**src/rtl/iir_cascade_sequencer.sv**
```systemverilog
// Purpose: time-multiplexed cascade of NSEC biquad sections sharing one 11x12 multiplier and one accumulator.
// Latency: y_valid pulses in the cycle after edge E+6*NSEC for a sample accepted at edge E.
// Backpressure: x_ready is low while a sample is in flight; peak rate is one sample per 6*NSEC+1 cycles.
module iir_cascade_sequencer #(
    parameter int NSEC = 2,
    parameter int DW   = 11,
    parameter int CW   = 12,
    parameter int AW   = $clog2(5*NSEC)
) (
    input  logic                 clk,
    input  logic                 rst_n,
    input  logic signed [DW-1:0] x,
    input  logic                 x_valid,
    output logic                 x_ready,
    output logic signed [DW-1:0] y,
    output logic                 y_valid,
    input  logic                 flush,
    input  logic                 cfg_we,
    input  logic [AW-1:0]        cfg_addr,
    input  logic signed [CW-1:0] cfg_data,
    output logic                 cfg_ready,
    output logic                 busy
);
    localparam int NCOEF = 5*NSEC;
    localparam int SW    = (NSEC > 1) ? $clog2(NSEC) : 1;
    localparam int PW    = DW + CW;   // product and accumulator width
    localparam int FB    = 10;        // fractional bits of the coefficients
    localparam int RW    = DW + FB;   // accumulator bits that feed the rounded result

    // Power-up coefficients; ma1/ma2 are stored already negated so the datapath only adds.
    localparam logic signed [CW-1:0] DEF_B0  = CW'(47);
    localparam logic signed [CW-1:0] DEF_B1  = CW'(-14);
    localparam logic signed [CW-1:0] DEF_B2  = CW'(47);
    localparam logic signed [CW-1:0] DEF_MA1 = CW'(1544);
    localparam logic signed [CW-1:0] DEF_MA2 = CW'(-881);

    typedef enum logic [1:0] {IDLE, MAC, ROUND} state_t;

    state_t                 state;
    logic [2:0]             tap;
    logic [SW-1:0]          sec;
    logic [AW-1:0]          caddr;     // tracks sec*5+tap, so no multiply is needed for the bank address
    logic signed [PW-1:0]   acc;
    logic signed [DW-1:0]   xin;       // input to the section currently being computed

    logic signed [CW-1:0]   coef [NCOEF];
    logic signed [DW-1:0]   x1 [NSEC];
    logic signed [DW-1:0]   x2 [NSEC];
    logic signed [DW-1:0]   y1 [NSEC];
    logic signed [DW-1:0]   y2 [NSEC];

    logic signed [DW-1:0]   dsel;
    logic signed [CW-1:0]   csel;
    logic signed [PW-1:0]   prod;
    logic [RW-1:0]          r;
    logic signed [DW-1:0]   yo;
    logic                   unused_bits;

    assign x_ready   = (state == IDLE) && !flush;
    assign cfg_ready = (state == IDLE);
    assign busy      = (state != IDLE);

    // Select the history operand for the current tap.
    always_comb begin
        dsel = xin;
        case (tap)
            3'd0:    dsel = xin;
            3'd1:    dsel = x1[sec];
            3'd2:    dsel = x2[sec];
            3'd3:    dsel = y1[sec];
            default: dsel = y2[sec];
        endcase
    end

    assign csel = coef[caddr];
    assign prod = PW'(dsel) * PW'(csel);

    // Round half up on the low RW bits; the top accumulator bits are deliberately dropped (wrapping, no saturation).
    assign r  = acc[RW-1:0] + RW'(1 << (FB-1));
    assign yo = r[RW-1:FB];

    assign unused_bits = ^{acc[PW-1:RW], r[FB-1:0]};

    // Sequencer FSM with the accumulator, section input and output registers.
    always_ff @(posedge clk or negedge rst_n) begin
        if (!rst_n) begin
            state   <= IDLE;
            tap     <= '0;
            sec     <= '0;
            caddr   <= '0;
            acc     <= '0;
            xin     <= '0;
            y       <= '0;
            y_valid <= 1'b0;
        end else begin
            y_valid <= 1'b0;
            if (flush) begin
                state <= IDLE;
                tap   <= '0;
                sec   <= '0;
                caddr <= '0;
                acc   <= '0;
            end else begin
                case (state)
                    IDLE: begin
                        if (x_valid) begin
                            xin   <= x;
                            sec   <= '0;
                            tap   <= '0;
                            caddr <= '0;
                            state <= MAC;
                        end
                    end
                    MAC: begin
                        acc   <= ((tap == 3'd0) ? '0 : acc) + prod;
                        caddr <= caddr + AW'(1);
                        if (tap == 3'd4) begin
                            tap   <= '0;
                            state <= ROUND;
                        end else begin
                            tap <= tap + 3'd1;
                        end
                    end
                    ROUND: begin
                        if (sec == SW'(NSEC-1)) begin
                            y       <= yo;
                            y_valid <= 1'b1;
                            state   <= IDLE;
                        end else begin
                            xin   <= yo;
                            sec   <= sec + SW'(1);
                            state <= MAC;
                        end
                    end
                    default: state <= IDLE;
                endcase
            end
        end
    end

    // Per-section history shift on ROUND; flush wipes every section.
    always_ff @(posedge clk or negedge rst_n) begin
        if (!rst_n) begin
            for (int s = 0; s < NSEC; s++) begin
                x1[s] <= '0;
                x2[s] <= '0;
                y1[s] <= '0;
                y2[s] <= '0;
            end
        end else if (flush) begin
            for (int s = 0; s < NSEC; s++) begin
                x1[s] <= '0;
                x2[s] <= '0;
                y1[s] <= '0;
                y2[s] <= '0;
            end
        end else if (state == ROUND) begin
            x2[sec] <= x1[sec];
            x1[sec] <= xin;
            y2[sec] <= y1[sec];
            y1[sec] <= yo;
        end
    end

    // Coefficient bank: writable only while idle, out-of-range addresses dropped.
    always_ff @(posedge clk or negedge rst_n) begin
        if (!rst_n) begin
            for (int s = 0; s < NSEC; s++) begin
                coef[5*s+0] <= DEF_B0;
                coef[5*s+1] <= DEF_B1;
                coef[5*s+2] <= DEF_B2;
                coef[5*s+3] <= DEF_MA1;
                coef[5*s+4] <= DEF_MA2;
            end
        end else if (cfg_we && (state == IDLE) && (int'(cfg_addr) < NCOEF)) begin
            coef[cfg_addr] <= cfg_data;
        end
    end

endmodule

```
**config.mk**
```make
export PLATFORM = sky130hd
export DESIGN_NAME = iir_cascade_sequencer
export DESIGN_NICKNAME = d
export VERILOG_FILES = /design/src/rtl/iir_cascade_sequencer.sv
export SDC_FILE = /design/constraint.sdc
export NUM_CORES = 1
export LEC_CHECK = 0
export CELL_PAD_IN_SITES_DETAIL_PLACEMENT = 0
export CELL_PAD_IN_SITES_GLOBAL_PLACEMENT = 2
export CORE_AREA = 3 3 261 160
export CTS_BUF_LIST = sky130_fd_sc_hd__clkbuf_4
export DETAILED_ROUTE_END_ITERATION = 8
export DIE_AREA = 0 0 264 163
export PLACE_DENSITY = 0.81
export SYNTH_ARGS = -nofsm -noshare
export SYNTH_HDL_FRONTEND = slang
export SYNTH_SLANG_ARGS = --single-unit
```
**constraint.sdc**
```tcl
create_clock -name clk -period 7.34 [get_ports clk]
set_input_delay 2.202 -clock clk [delete_from_list [all_inputs] [get_ports clk]]
set_output_delay 2.202 -clock clk [all_outputs]
set_load 0.05 [all_outputs]
```
==> impl_metrics.yaml <==
global_routing:
  grt_pass1_wl_um: 72900
  antenna_found_initial: 2
  grt_pass1_vias: 12300
  grt_overflow: 0
  grt_max_degree: 158
  track_usage: 0.219
layout:
  final_cells: 2191
  drive_gt1_frac: 0.229
  nets: 1847
  area_delta_synth_final_pct: 12.0
  fillCellCount: 3567
placed_design:
  finalWeightedCongestion: 0.820
  placedCellCount: 2071
  place.port_buffers: 46
  hpwl_um: 33000
outcome:
  run_status: "completed"
clock_network:
  clock-sinks: 262
  h-tree-depth: 3
  numCtsBuffers: 67
  clockBufferDepth: 3
  clkTransAtPathRegs_ns: 0.07
  clk_latency_ns: 0.73
  cts_tree: "done"
  cts_root_buffer: "clkbuf_4"
  postCtsSetupBuffers: 0
routing:
  vias_per_cell: 5.29
  top_layer: "met4"
  wl_met3_um: 2510
  drt.antenna.violating_nets: 0
  route.detailed.drc: 0
  wirelength_um: 44900
  drt-pass1-iter-count: 5
  met2_length_um: 17300
  drt-initial-drc-count: 795
  dr_total_vias: 11600
  drt-met1-wl_um: 24500
  wl_per_cell_um: 20.5
sta:
  final-max-slew-violation-count: 0
  fin_skew_ns: 0.0757
  setup_viol: 0
  relSlewSlack: 0.227
  tns_ns: 0
  worstMarginPinSlew_ns: 1.16
  rsz0062_at_grt: "no"
  period_share: 0.941
  max_freq_ghz: 0.145
  hold_viol: 0
  fin_crit_ns: 6.91
setup_path:
  critPathBufInv: 7
  slowest_stage: "fa_1"
  crit_family: "adder cells"
  worst-path-stages: 27
  cp.arrival_ns: 7.42
  start_kind: "register"
  worst-r2r-cell-count: 27
  critPathKind: "reg2reg"
  cpMostUsedCell: "fa_1"
  cp-end-kind: "register"
  cpPeakStageDelay_ns: 0.57
  cp_data_required_time_ns: 7.85
  crit_fanout: 16
logic_synthesis:
  synth.area.top_cells: "dfrtp_1 29%, fa_1 16%, dfstp_2 8.8%"
  synth_edf_count: 0
  syn_area_sq_um: 17300
  syn_nets: 1775
  ys_types: 59
  yosys.area.top_type: "dfrtp_1"
  synth_top_area_frac: 0.294
  synthCells: 1546
  async_reset_ff_frac: 1.00
  yosysWarnings: 0
  synth_top_flop_cell: "dfrtp_1"
  syn_area_per_cell_sq_um: 11.2
  synth-seq-area-share: 0.382
  yosys_register_bits: 262
  synth_most_common_cell: "dfrtp_1"
  synth_common_cells: "204 x dfrtp_1, 187 x inv_1, 140 x nand2_1"
run:
  cap_violations: 0
die:
  die_w_um: 264
  start_util: 0.442
  die_area_sq_um: 43000
  row_count: 56
  ios: 47
  core_sq_um: 39200
  fp.dieH_um: 163
hold_path:
  hp-class: "reg2reg"
  whs_path_depth: 2
pwr:
  power.density_nw_per_um2: 415
  vdd_ir_drop_max_uv: 294
  leakagePower_nw: 8.85
  power_mw: 8.07
==> metal layers <==
metal | vias up | GRT usage
met5 | - | 0
met4 | 0 | 0.0453
met1 | 5924 | 0.358
met2 | 261 | 0.289
li1 | 5356 | -
met3 | 52 | 0.0512
==> per-stage QoR <==
stage	worst slack, ns	hold slack (ns)	cell area [sq um]	util
after global routing	0.0250	0.502	19400	0.495
after detailed placement	0.272	0.467	18500	0.471
after CTS	0.188	0.486	19400	0.495
after global placement	0.279	0.459	18500	0.471
final	0.432	0.479	19400	0.495
after floorplan	0.954	0.440	17300	-
==> state kept, by name (all words and copies together) (netlist names) <==
name / cells
y_valid: 1
sec: 1
y1: 22
x2: 22
state: 2
xin: 11
coef: 120
caddr: 4
tap: 3
x1: 22
acc: 21
y2: 22
y: 11
==> layout make-up <==
type / instances / area (sq um) / area share
antenna: 2 / 5.00 / 0.000258
clock buffer: 99 / 743 / 0.0383
clock inverter: 19 / 170 / 0.00876
inverter: 188 / 706 / 0.0363
multi-input combinational: 998 / 9590 / 0.494
sequential: 262 / 6630 / 0.342
tap: 522 / 653 / 0.0336
timing repair buffer: 101 / 916 / 0.0472
==> kinds of logic after synthesis <==
| family | Yosys count | synth area share |
|---|---|---|
| AOI/OAI and AO/OA | 227 | 0.0946 |
| muxes | 214 | 0.150 |
| xor gates and xnor gates | 35 | 0.0177 |
| buffers and inverters | 286 | 0.0668 |
| adders and majority gates | 197 | 0.201 |
| DFF | 262 | 0.382 |
| and+or+nand+nor | 325 | 0.0884 |
==> report_power, final <==
group | internal (mW) | total, mW | switching [mW]
sequential | 1.71 | 1.84 | 0.130
clock | 0.729 | 1.35 | 0.619
combinational | 2.13 | 4.87 | 2.74
total | 4.57 | 8.07 | 3.49
==> path summary, 6_finish.rpt <==
check	startpoint	to	slack [ns]
min in group asynchronous	rst_n	coef[96]	1.49
min reg2reg	y[0]	y[0]	0.48
max in group asynchronous	rst_n	coef[78]	4.48
min	y[0]	y[0]	0.48
max	tap[0]	acc[20]	0.43
max reg2reg	tap[0]	acc[20]	0.43
==> worst register-to-register path, stage by stage, from the launching register on <==
cell and delay (ns):
dfrtp_1 0.41, inv_1 0.09, ha_1 0.23, o21bai_1 0.15
buf_4 0.16, and3_4 0.32, a2111oi_0 0.10, buf_4 0.16
a21oi_1 0.25, buf_4 0.27, nand2_1 0.11, fa_1 0.57
fa_1 0.45, fa_1 0.55, inv_1 0.05, fa_1 0.48
inv_1 0.06, fa_1 0.53, inv_1 0.04, ha_1 0.34
nor3_1 0.20, nor2_1 0.07, a2bb2oi_1 0.14, a41oi_1 0.33
a211oi_1 0.15, a211oi_1 0.27, xnor2_1 0.16, o21ai_1 0.07
==> layout by cell type, fill, tap and decap left out, drive strengths merged, types with 3 or more instances in the layout <==
master / count
and2: 34
or3: 3
clkdlybuf4s50: 45
a22o: 74
nand2: 140
a211oi: 3
o22ai: 22
ha: 62
bufinv: 3
fa: 135
clkbuf: 99
o31ai: 5
a21o: 18
nand3: 14
mux4: 24
nor3b: 3
buf: 56
mux2: 120
dfstp: 58
nand3b: 3
a2111oi: 8
mux2i: 70
clkinv: 14
xnor2: 17
nand4: 5
nor2: 57
and3: 8
o2bb2ai: 3
nor3: 10
dfrtp: 204
inv: 190
nand2b: 20
o21ai: 48
nor2b: 24
xor2: 18
a21oi: 32
==> what timing repair did <==
item | in CTS | in global routing
endpoints found under the setup margin | 0 | 6
hold buffers | 0 | 0
resized for setup | 0 | 2
Power figures use the tool's default switching activity.
